==> src/rtl/div_seq_unit.sv <==
// div_seq_unit -- iterative radix-2 restoring divider for the RV32M divide
// group (div, divu, rem, remu). Accepts one operation, iterates DATA_W cycles
// with stall held high, then returns the quotient or remainder with a
// one-cycle done pulse.
//
// Optional build macro: DIV_REUSE_EN
//   When defined, the operands, signedness, quotient and remainder of the last
//   normally completed operation are retained. A later start with identical
//   operands and signedness completes in one cycle from the stored value, so
//   a div followed by a rem of the same operands costs only one full pass.
//
// Ports:
//   clk     in   system clock, rising edge
//   rst_n   in   synchronous active-low reset
//   start   in   request, sampled only in IDLE
//   func3   in   3'h4 div, 3'h5 divu, 3'h6 rem, 3'h7 remu
//   op_a    in   dividend (rs1)
//   op_b    in   divisor (rs2)
//   flush   in   pipeline kill, aborts the current operation
//   busy    out  high in CALC and FIN
//   stall   out  holds the front end while an operation is accepted/running
//   done    out  one-cycle completion pulse
//   result  out  quotient or remainder, valid when done is high
module div_seq_unit #(
  parameter int DATA_W = 32,
  parameter int CNT_W  = 6
) (
  input  logic              clk,
  input  logic              rst_n,
  input  logic              start,
  input  logic [2:0]        func3,
  input  logic [DATA_W-1:0] op_a,
  input  logic [DATA_W-1:0] op_b,
  input  logic              flush,
  output logic              busy,
  output logic              stall,
  output logic              done,
  output logic [DATA_W-1:0] result
);

  localparam logic [DATA_W-1:0] INT_MIN = {1'b1, {(DATA_W-1){1'b0}}};

  typedef enum logic [1:0] {
    S_IDLE = 2'd0,
    S_CALC = 2'd1,
    S_FIN  = 2'd2
  } state_t;

  state_t            state_reg;
  logic              busy_reg;
  logic              done_reg;
  logic [DATA_W-1:0] result_reg;
  logic              is_rem_reg;
  logic              is_signed_reg;
  logic              sign_a_reg;
  logic              sign_b_reg;
  logic [DATA_W-1:0] b_abs_reg;
  logic [DATA_W-1:0] rem_reg;
  logic [DATA_W-1:0] quo_reg;
  logic [CNT_W-1:0]  cnt_reg;

  // Request decode. func3[2] marks the divide group, func3[0] clear means a
  // signed op, func3[1] set selects the remainder.
  logic              signed_in;
  logic              a_neg;
  logic              b_neg;
  logic [DATA_W-1:0] a_abs;
  logic [DATA_W-1:0] b_abs;
  logic              accept;
  logic              b_zero;
  logic              ovf;

  assign signed_in = ~func3[0];
  assign a_neg     = signed_in & op_a[DATA_W-1];
  assign b_neg     = signed_in & op_b[DATA_W-1];
  assign a_abs     = a_neg ? -op_a : op_a;
  assign b_abs     = b_neg ? -op_b : op_b;
  assign accept    = (state_reg == S_IDLE) & start & func3[2] & ~flush;
  assign b_zero    = (op_b == '0);
  assign ovf       = signed_in & (op_a == INT_MIN) & (op_b == '1);

  // One restoring step. The shifted partial remainder is DATA_W+1 bits wide
  // so the trial subtract never loses the bit shifted in from the top.
  logic [DATA_W:0]   shifted;
  logic [DATA_W:0]   diff;
  logic              ge;
  logic [DATA_W-1:0] rem_step;
  logic [DATA_W-1:0] quo_step;
  logic [DATA_W-1:0] quo_fix;
  logic [DATA_W-1:0] rem_fix;
  logic              last_iter;

  assign shifted   = {rem_reg, quo_reg[DATA_W-1]};
  assign ge        = (shifted >= {1'b0, b_abs_reg});
  assign diff      = shifted - {1'b0, b_abs_reg};
  // After a successful subtract the difference is below |b|, and after a
  // restore the shifted value is below |b|, so both fit in DATA_W bits.
  assign rem_step  = DATA_W'(ge ? diff : shifted);
  assign quo_step  = {quo_reg[DATA_W-2:0], ge};
  assign quo_fix   = (is_signed_reg & (sign_a_reg ^ sign_b_reg)) ? -quo_step : quo_step;
  assign rem_fix   = (is_signed_reg & sign_a_reg) ? -rem_step : rem_step;
  assign last_iter = (cnt_reg == CNT_W'(DATA_W - 1));

  // Stored-result shortcut.
  logic              reuse_hit;
  logic [DATA_W-1:0] reuse_quo;
  logic [DATA_W-1:0] reuse_rem;

`ifdef DIV_REUSE_EN
  logic [DATA_W-1:0] a_raw_reg;
  logic [DATA_W-1:0] b_raw_reg;
  logic [DATA_W-1:0] last_a_reg;
  logic [DATA_W-1:0] last_b_reg;
  logic [DATA_W-1:0] last_quo_reg;
  logic [DATA_W-1:0] last_rem_reg;
  logic              last_signed_reg;
  logic              reuse_valid_reg;

  always_ff @(posedge clk) begin
    if (!rst_n) begin
      a_raw_reg       <= '0;
      b_raw_reg       <= '0;
      last_a_reg      <= '0;
      last_b_reg      <= '0;
      last_quo_reg    <= '0;
      last_rem_reg    <= '0;
      last_signed_reg <= 1'b0;
      reuse_valid_reg <= 1'b0;
    end else begin
      if (accept) begin
        a_raw_reg <= op_a;
        b_raw_reg <= op_b;
      end
      if (flush) begin
        reuse_valid_reg <= 1'b0;
      end else if ((state_reg == S_CALC) && last_iter) begin
        // Only full-length completions are recorded; special cases never are.
        reuse_valid_reg <= 1'b1;
        last_a_reg      <= a_raw_reg;
        last_b_reg      <= b_raw_reg;
        last_signed_reg <= is_signed_reg;
        last_quo_reg    <= quo_fix;
        last_rem_reg    <= rem_fix;
      end
    end
  end

  assign reuse_hit = reuse_valid_reg & (op_a == last_a_reg) & (op_b == last_b_reg) &
                     (signed_in == last_signed_reg);
  assign reuse_quo = last_quo_reg;
  assign reuse_rem = last_rem_reg;
`else
  assign reuse_hit = 1'b0;
  assign reuse_quo = '0;
  assign reuse_rem = '0;
`endif

  // Sequencer. result and done are registered on entry to FIN, so FIN is
  // exactly the cycle in which done is presented.
  always_ff @(posedge clk) begin
    if (!rst_n) begin
      state_reg     <= S_IDLE;
      busy_reg      <= 1'b0;
      done_reg      <= 1'b0;
      result_reg    <= '0;
      is_rem_reg    <= 1'b0;
      is_signed_reg <= 1'b0;
      sign_a_reg    <= 1'b0;
      sign_b_reg    <= 1'b0;
      b_abs_reg     <= '0;
      rem_reg       <= '0;
      quo_reg       <= '0;
      cnt_reg       <= '0;
    end else begin
      case (state_reg)
        S_IDLE: begin
          done_reg <= 1'b0;
          if (accept) begin
            is_rem_reg    <= func3[1];
            is_signed_reg <= signed_in;
            sign_a_reg    <= a_neg;
            sign_b_reg    <= b_neg;
            b_abs_reg     <= b_abs;
            busy_reg      <= 1'b1;
            if (b_zero) begin
              result_reg <= func3[1] ? op_a : '1;
              done_reg   <= 1'b1;
              state_reg  <= S_FIN;
            end else if (ovf) begin
              result_reg <= func3[1] ? '0 : INT_MIN;
              done_reg   <= 1'b1;
              state_reg  <= S_FIN;
            end else if (reuse_hit) begin
              result_reg <= func3[1] ? reuse_rem : reuse_quo;
              done_reg   <= 1'b1;
              state_reg  <= S_FIN;
            end else begin
              rem_reg   <= '0;
              quo_reg   <= a_abs;
              cnt_reg   <= '0;
              state_reg <= S_CALC;
            end
          end
        end
        S_CALC: begin
          if (flush) begin
            // Kill wins over a completion landing in the same cycle.
            state_reg <= S_IDLE;
            busy_reg  <= 1'b0;
          end else begin
            rem_reg <= rem_step;
            quo_reg <= quo_step;
            cnt_reg <= cnt_reg + CNT_W'(1);
            if (last_iter) begin
              result_reg <= is_rem_reg ? rem_fix : quo_fix;
              done_reg   <= 1'b1;
              state_reg  <= S_FIN;
            end
          end
        end
        S_FIN: begin
          state_reg <= S_IDLE;
          busy_reg  <= 1'b0;
          done_reg  <= 1'b0;
        end
        default: begin
          state_reg <= S_IDLE;
          busy_reg  <= 1'b0;
          done_reg  <= 1'b0;
        end
      endcase
    end
  end

  // A flush arriving in the FIN cycle still has to suppress the pulse, and
  // done is already registered there, so it is masked on the way out.
  assign done   = done_reg & ~flush;
  assign busy   = busy_reg;
  assign result = result_reg;
  assign stall  = ((state_reg == S_IDLE) & start & func3[2] & ~flush) | (busy_reg & ~done);

endmodule

==> config.mk <==
export PLATFORM = sky130hd
export DESIGN_NAME = div_seq_unit
export DESIGN_NICKNAME = d
export VERILOG_FILES = /design/src/rtl/div_seq_unit.sv
export SDC_FILE = /design/constraint.sdc
export NUM_CORES = 1
export LEC_CHECK = 0
export BUFFER_PORTS_ARGS = -buffer_cell sky130_fd_sc_hd__buf_2
export CAP_MARGIN = 0
export CELL_PAD_IN_SITES_DETAIL_PLACEMENT = 0
export CELL_PAD_IN_SITES_GLOBAL_PLACEMENT = 1
export CORE_ASPECT_RATIO = 0.7
export CORE_MARGIN = 1.5
export CORE_UTILIZATION = 49
export CTS_BUF_LIST = sky130_fd_sc_hd__clkbuf_8
export DETAILED_ROUTE_END_ITERATION = 10
export PLACE_DENSITY_LB_ADDON = 0.1
export SLEW_MARGIN = 20
export SYNTH_ARGS = -nofsm -noshare
export SYNTH_HDL_FRONTEND = slang
export SYNTH_SLANG_ARGS = --single-unit
==> constraint.sdc <==
create_clock -name clk -period 10.1 [get_ports clk]
set_input_delay 0.505 -clock clk [delete_from_list [all_inputs] [get_ports clk]]
set_output_delay 0.505 -clock clk [all_outputs]
set_load 0.01 [all_outputs]
* Yosys cells after proc, flatten, opt, wreduce, memory -nomap -nowiden
Cells that the tools add are included.
** Storage, ports and cells
- Bits of input ports :: 71
- Register bits :: 142
- Word-level logic and storage cells :: 100
** Cells by class
- Multiplexer cells :: 44
- Equality and inequality tests :: 12
- Add/sub/neg operators :: 6
- Reductions and logical operators :: 9
- Magnitude comparators :: 1
- Bitwise logic cells :: 16
** Operators by type and width (number)
- $mux 32 :: 21
- $pmux 32 s2 :: 3
- $neg 32->32 :: 4
- $eq 32x32->1 const B :: 2
- $ge 33x32->1 :: 1
- $logic_not 32->1 :: 1
- $sub 32x32->32 :: 1
- $mux 6 :: 4
- $ne 2x2->1 const B :: 6
- $pmux 6 s2 :: 1
- $and 1x1->1 :: 11
- $mux 2 :: 5
- $reduce_and 5->1 :: 2
- $reduce_and 2->1 :: 4
- $mux 1 :: 7
- $add 6x1->6 const B :: 1
- $eq 6x5->1 const B :: 1
- $ne 3x3->1 const B :: 2
- $pmux 1 s2 :: 2
- $pmux 2 s2 :: 1
- $not 1->1 :: 3
- $eq 2x1->1 const B :: 1
- $logic_not 2->1 :: 1
- $reduce_bool 2->1 :: 1
- other kinds (2) :: 2

* Longest topological paths before layout
- Word-level depth :: 8
- Mapped depth :: 23
- Depth with buffers taken out :: 19

* Worst setup path before layout
OpenSTA, ideal clock, no wires.
- Path kind :: reg2reg
- Start :: register b_abs_reg[15]
- End :: register result_reg[26], in the netlist result[26]
- Cell stages (with the launch flop) :: 22
- Buffers on the path :: 4
- Path slack :: 5.958 ns
- Library setup time :: 0.130 ns
- Arrival time :: 4.013 ns
- Cells stage by stage :: dfxtp_1 > inv_1 > ha_1 > buf_2 > nand4_1 > nor2_1 > a22o_1 > o31ai_2 > nand2_4 > buf_2 > buf_2 > buf_2 > o21ai_0 > ha_1 > inv_1 > nor2_1 > o211a_1 > a41o_1 > nand4_1 > o31ai_1 > xor2_1 > o22ai_1
** Between the ends
- Longest elaborated chain between the ends :: 8
- Elaborated cells on any way between the ends :: 11
** RTL lines
- from (decl) :: line 57 : logic [DATA_W-1:0] b_abs_reg;
- from (signal assigned) :: line 183 : b_abs_reg <= b_abs;
- $sub 32x32->32 or $ge 33x32->1 (tied branches) :: line 95, 94
- $mux 32 :: line 98 : assign rem_step = DATA_W'(ge ? diff : shifted);
- $neg 32->32 :: line 101 : assign rem_fix = (is_signed_reg & sign_a_reg) ? -rem_step : rem_step;
- $mux 32 :: line 101
- $mux 32 (*) :: line 215 : result_reg <= is_rem_reg ? rem_fix : quo_fix;
- $mux 32 (*) :: line 214 : if (last_iter) begin
- $mux 32 (*) :: line 206 : if (flush) begin
- $pmux 32 s2 (*) :: line 175 : case (state_reg)
- to (signal assigned) :: line 186 : result_reg <= func3[1] ? op_a : '1;
- to (signal assigned) :: line 190 : result_reg <= func3[1] ? '0 : INT_MIN;
- to (signal assigned) :: line 215
- to (decl) :: line 52 : logic [DATA_W-1:0] result_reg;
Mark *: on every way between the ends. The rest lies on a longest branch, timed or not. The select of a mux whose other input is x is not followed.
A chain may end at the register's enable or synchronous reset.

* Worst setup path after layout
- Start :: register rem_reg[22]
- End :: register result_reg[26], in the netlist result[26]
** Between the ends
- Longest elaborated chain between the ends :: 8
- Elaborated cells on any way between the ends :: 11
** RTL lines
- from (decl) :: line 58 : logic [DATA_W-1:0] rem_reg;
- from (signal assigned) :: line 211 : rem_reg <= rem_step;
- $sub 32x32->32 or $ge 33x32->1 (tied branches) :: line 95, 94
- $mux 32 :: line 98
- $neg 32->32 :: line 101
- $mux 32 :: line 101
- $mux 32 (*) :: line 215
- $mux 32 (*) :: line 214
- $mux 32 (*) :: line 206
- $pmux 32 s2 (*) :: line 175
Marks and branches as above.

==> results.md <==
- Fin worst setup slack: 5.10 ns
- CP Class: reg -> reg
- Wirelength per Cell: ~21 µm
- Worst reg2reg path endpoint: result[26]
- Routed vias/inst: between 6 and 7
- DRC: 0
- Die area: between 20000 and 30000 µm²
- Routability cong.: about 0.90
- Max-cap check violation count: 0
- GRT Overall Usage: 32.9%
- Via Count: about 13000
- DP Worst Slack: 5.29 ns
- Area growth syn-to-layout: 8.72%
- Total power draw: between 1500 and 2000 µW
- DR pass1 iterations: 5
- WP data arrival: ~5.4 ns
- RSZ-0062 raised after global routing: no
- GRT busiest layer: met1
- Gr ovfl total: 0
- Max transition margin: 25.0%
- Yosys top cell area share: 24.0%
- CP startpoint kind: register
- CP Capture Type: register
- Fin Setup TNS: 0 ns
- Final cycle utilization of the critical path: between 40 and 50%
- Worst Hold Class: in -> reg
- Cts hold-fix bufs: 0
- Die W: between 150 and 200 µm
- H-tree depth: 4
- Highest clock rate: 200 MHz
- Antenna cells: 0
- Hold EP: b_abs_reg[0]
- Status: finished clean
- Mapped Avg Cell Area: about 7.2 µm²
- Share of layout cells above drive strength 1: between 10% and 20%
- Area taken by flip-flops and latches: ~2800 µm²
- Clock Sinks: 142
- I/O Buffers: between 100 and 150
- CTS tree: yes
- Post-synth EDFFs: 0
- Final #Nets: around 1800
- Final Setup Violations: 0
- Post-layout minimum cycle time: about 5 ns
- Core outline area: between 20000 and 25000 µm²
- Cell Rows: 47
- Antenna violations before repair: 1
- Final Max Tran Viols: 0
- Clk Tree Root Cell: clkbuf_8
- WP data required: ~10 ns
- R2R depth: 16
- Routed WL: between 40000 and 50000 µm
- Yosys reg bits: 142
- FFs w/ async S/R, synth: 0%
- Num CTS Buffers: 17
- Clock slew at reported path FFs: ~0.10 ns
- Initial DRC Count: 1256
- Yosys top cell by area: dfxtp_1
- CP max FO: 62
- M1 GR Usage: roughly half
- Multi-input gate area: about 8300 µm²
- Post-synth cell types: 94
- Antenna Nets Post-Route: 0
- HPWL after DPL: around 31000 µm
- Post-synth top flop: dfxtp_1
- Cell Pwr Density: ~150 nW/µm²
- Clock Skew: approximately 0.017 ns
- Final core occ: 54.3%
- Reg2reg start: rem_reg[22]
- Initial Utilization: around half
- Sequential area share after synthesis: about 24%
- Total setup buffers inserted after CTS: 0
- Post-CTS sizing: 0
- Pin count of the biggest net entering global routing: 100
- Clock buffer depth: 2
- Flop-to-flop setup slack: roughly 5 ns
- Cell Area, Synth: 11800 µm²
- Synth area leaders: dfxtp_1 24%, nor2_1 7.6%, a21oi_1 6.1%, xor2_1 5.1%, a211oi_1 4.8%
- Synthesized net count: roughly 1700
- Pleak: between 0.004 and 0.005 µW
- HP Start: op_b[0]
- Worst slew pin tran: ~1.1 ns
- YS warnings: 0
- Peak VDD IR: approximately 0.00010 V
- Vias in the first global route: 11074
- GR Util met3: 8.46%
- Die height: around 130 µm
- Worst skew pair latency: a little under 0.5 ns
- Met2 Use GR: between 40% and 50%
- IO Count: 106
- Hold Vio Cnt, Final: 0
- Cell count of the worst hold path: 3
- Synthesized instance count: ~1600
- First-pass GRT wire length: roughly 64000 µm
- Layout fillers: 2379
-- layer usage --
metal,wire [µm],part of all wire [%]
met1,20400,49
met3,4130,9.9
met2,16300,39
met4,724,1.7
met5,0,0
-- area by class of cell --
cell class / instances / share of cell area, %
clock buffer: 18 / 1.93
multi-input combinational: 1329 / 64.7
clock inverter: 14 / 1.49
sequential: 142 / 22.1
timing repair buffer: 119 / 4.90
tap: 318 / 3.09
inverter: 62 / 1.84
-- worst max-delay path by stage --
stage	start	end	slack (ns)	cells past startpoint
final	rem_reg[22]	result[26]	5.10	16
after global routing	b_abs_reg[15]	result[26]	4.73	17
after CTS	rem_reg[2]	result[26]	5.26	16
after detailed placement	rem_reg[22]	result[26]	5.29	16
after global placement	b_abs_reg[23]	result[26]	5.37	17
after floorplan	b_abs_reg[15]	result[26]	5.96	21
-- logic make-up after synthesis --
family	count (synthesis)	share of synthesized area [%]
adders and majority gates	39	4.19
muxes	19	1.64
and+or+nand+nor	590	24.0
xor gates and xnor gates	131	9.70
DFF	142	24.0
buffers and inverters	166	5.78
AOI/OAI and AO/OA	550	30.7
-- cells in the mapped netlist (11+ instances only) --
cell / n
o211ai_1: 21
xor2_1: 69
a21oi_1: 145
a21o_1: 11
or2_2: 11
nor2_1: 241
inv_1: 60
or3_1: 15
o41ai_1: 12
a22oi_1: 16
nor3_1: 35
nor4_1: 18
xnor2_1: 62
dfxtp_1: 142
ha_1: 38
buf_2: 23
clkbuf_1: 74
nand3_1: 22
o31ai_1: 23
nand2b_1: 14
mux2i_1: 16
o21ai_1: 20
a211oi_1: 75
nand2_1: 134
nand4_1: 28
o21ai_0: 107
a31oi_1: 30
-- worst max-delay path, cell delays in order (launching register included) --
cell	delay [ns]
dfxtp_1	0.36
ha_1	0.50
nand4_1	0.26
nor4_1	0.50
nand4_1	0.20
o311a_1	0.20
nand2_4	0.58
mux2i_1	0.36
ha_1	0.30
inv_1	0.06
nor2_1	0.10
o211a_1	0.17
a41o_1	0.21
nand4_1	0.32
o31ai_1	0.44
xor2_1	0.19
o22ai_1	0.10
-- metrics by stage --
| step | std cells | area (µm²) | hold slack [ns] |
|---|---|---|---|
| after floorplan | 1637 | 11800 | 0.432 |
| after global placement | 1970 | 12400 | 0.444 |
| after detailed placement | 1970 | 12400 | 0.448 |
| after CTS | 2002 | 12900 | 0.265 |
| after global routing | 2002 | 12900 | 0.286 |
| final | 2002 | 12900 | 0.287 |
-- cells in the final DEF, fill, tap and decap left out, types with 35 or more instances in the layout --
| cell | Yosys | layout |
|---|---|---|
| a21oi_1 | 145 | 145 |
| a211oi_1 | 75 | 75 |
| buf_2 | 23 | 105 |
| o21ai_0 | 107 | 107 |
| xor2_1 | 69 | 69 |
| nand2_1 | 134 | 134 |
| nor3_1 | 35 | 35 |
| inv_1 | 60 | 60 |
| ha_1 | 38 | 38 |
| dfxtp_1 | 142 | 142 |
| nor2_1 | 241 | 241 |
| xnor2_1 | 62 | 62 |
-- where the power goes --
part	internal (µW)	total (µW)	switching, µW
Clock	275	531	256
Sequential	578	601	23.0
Combinational	248	748	500
Total	1100	1880	779
No activity file was read; power rests on OpenSTA's default activity.
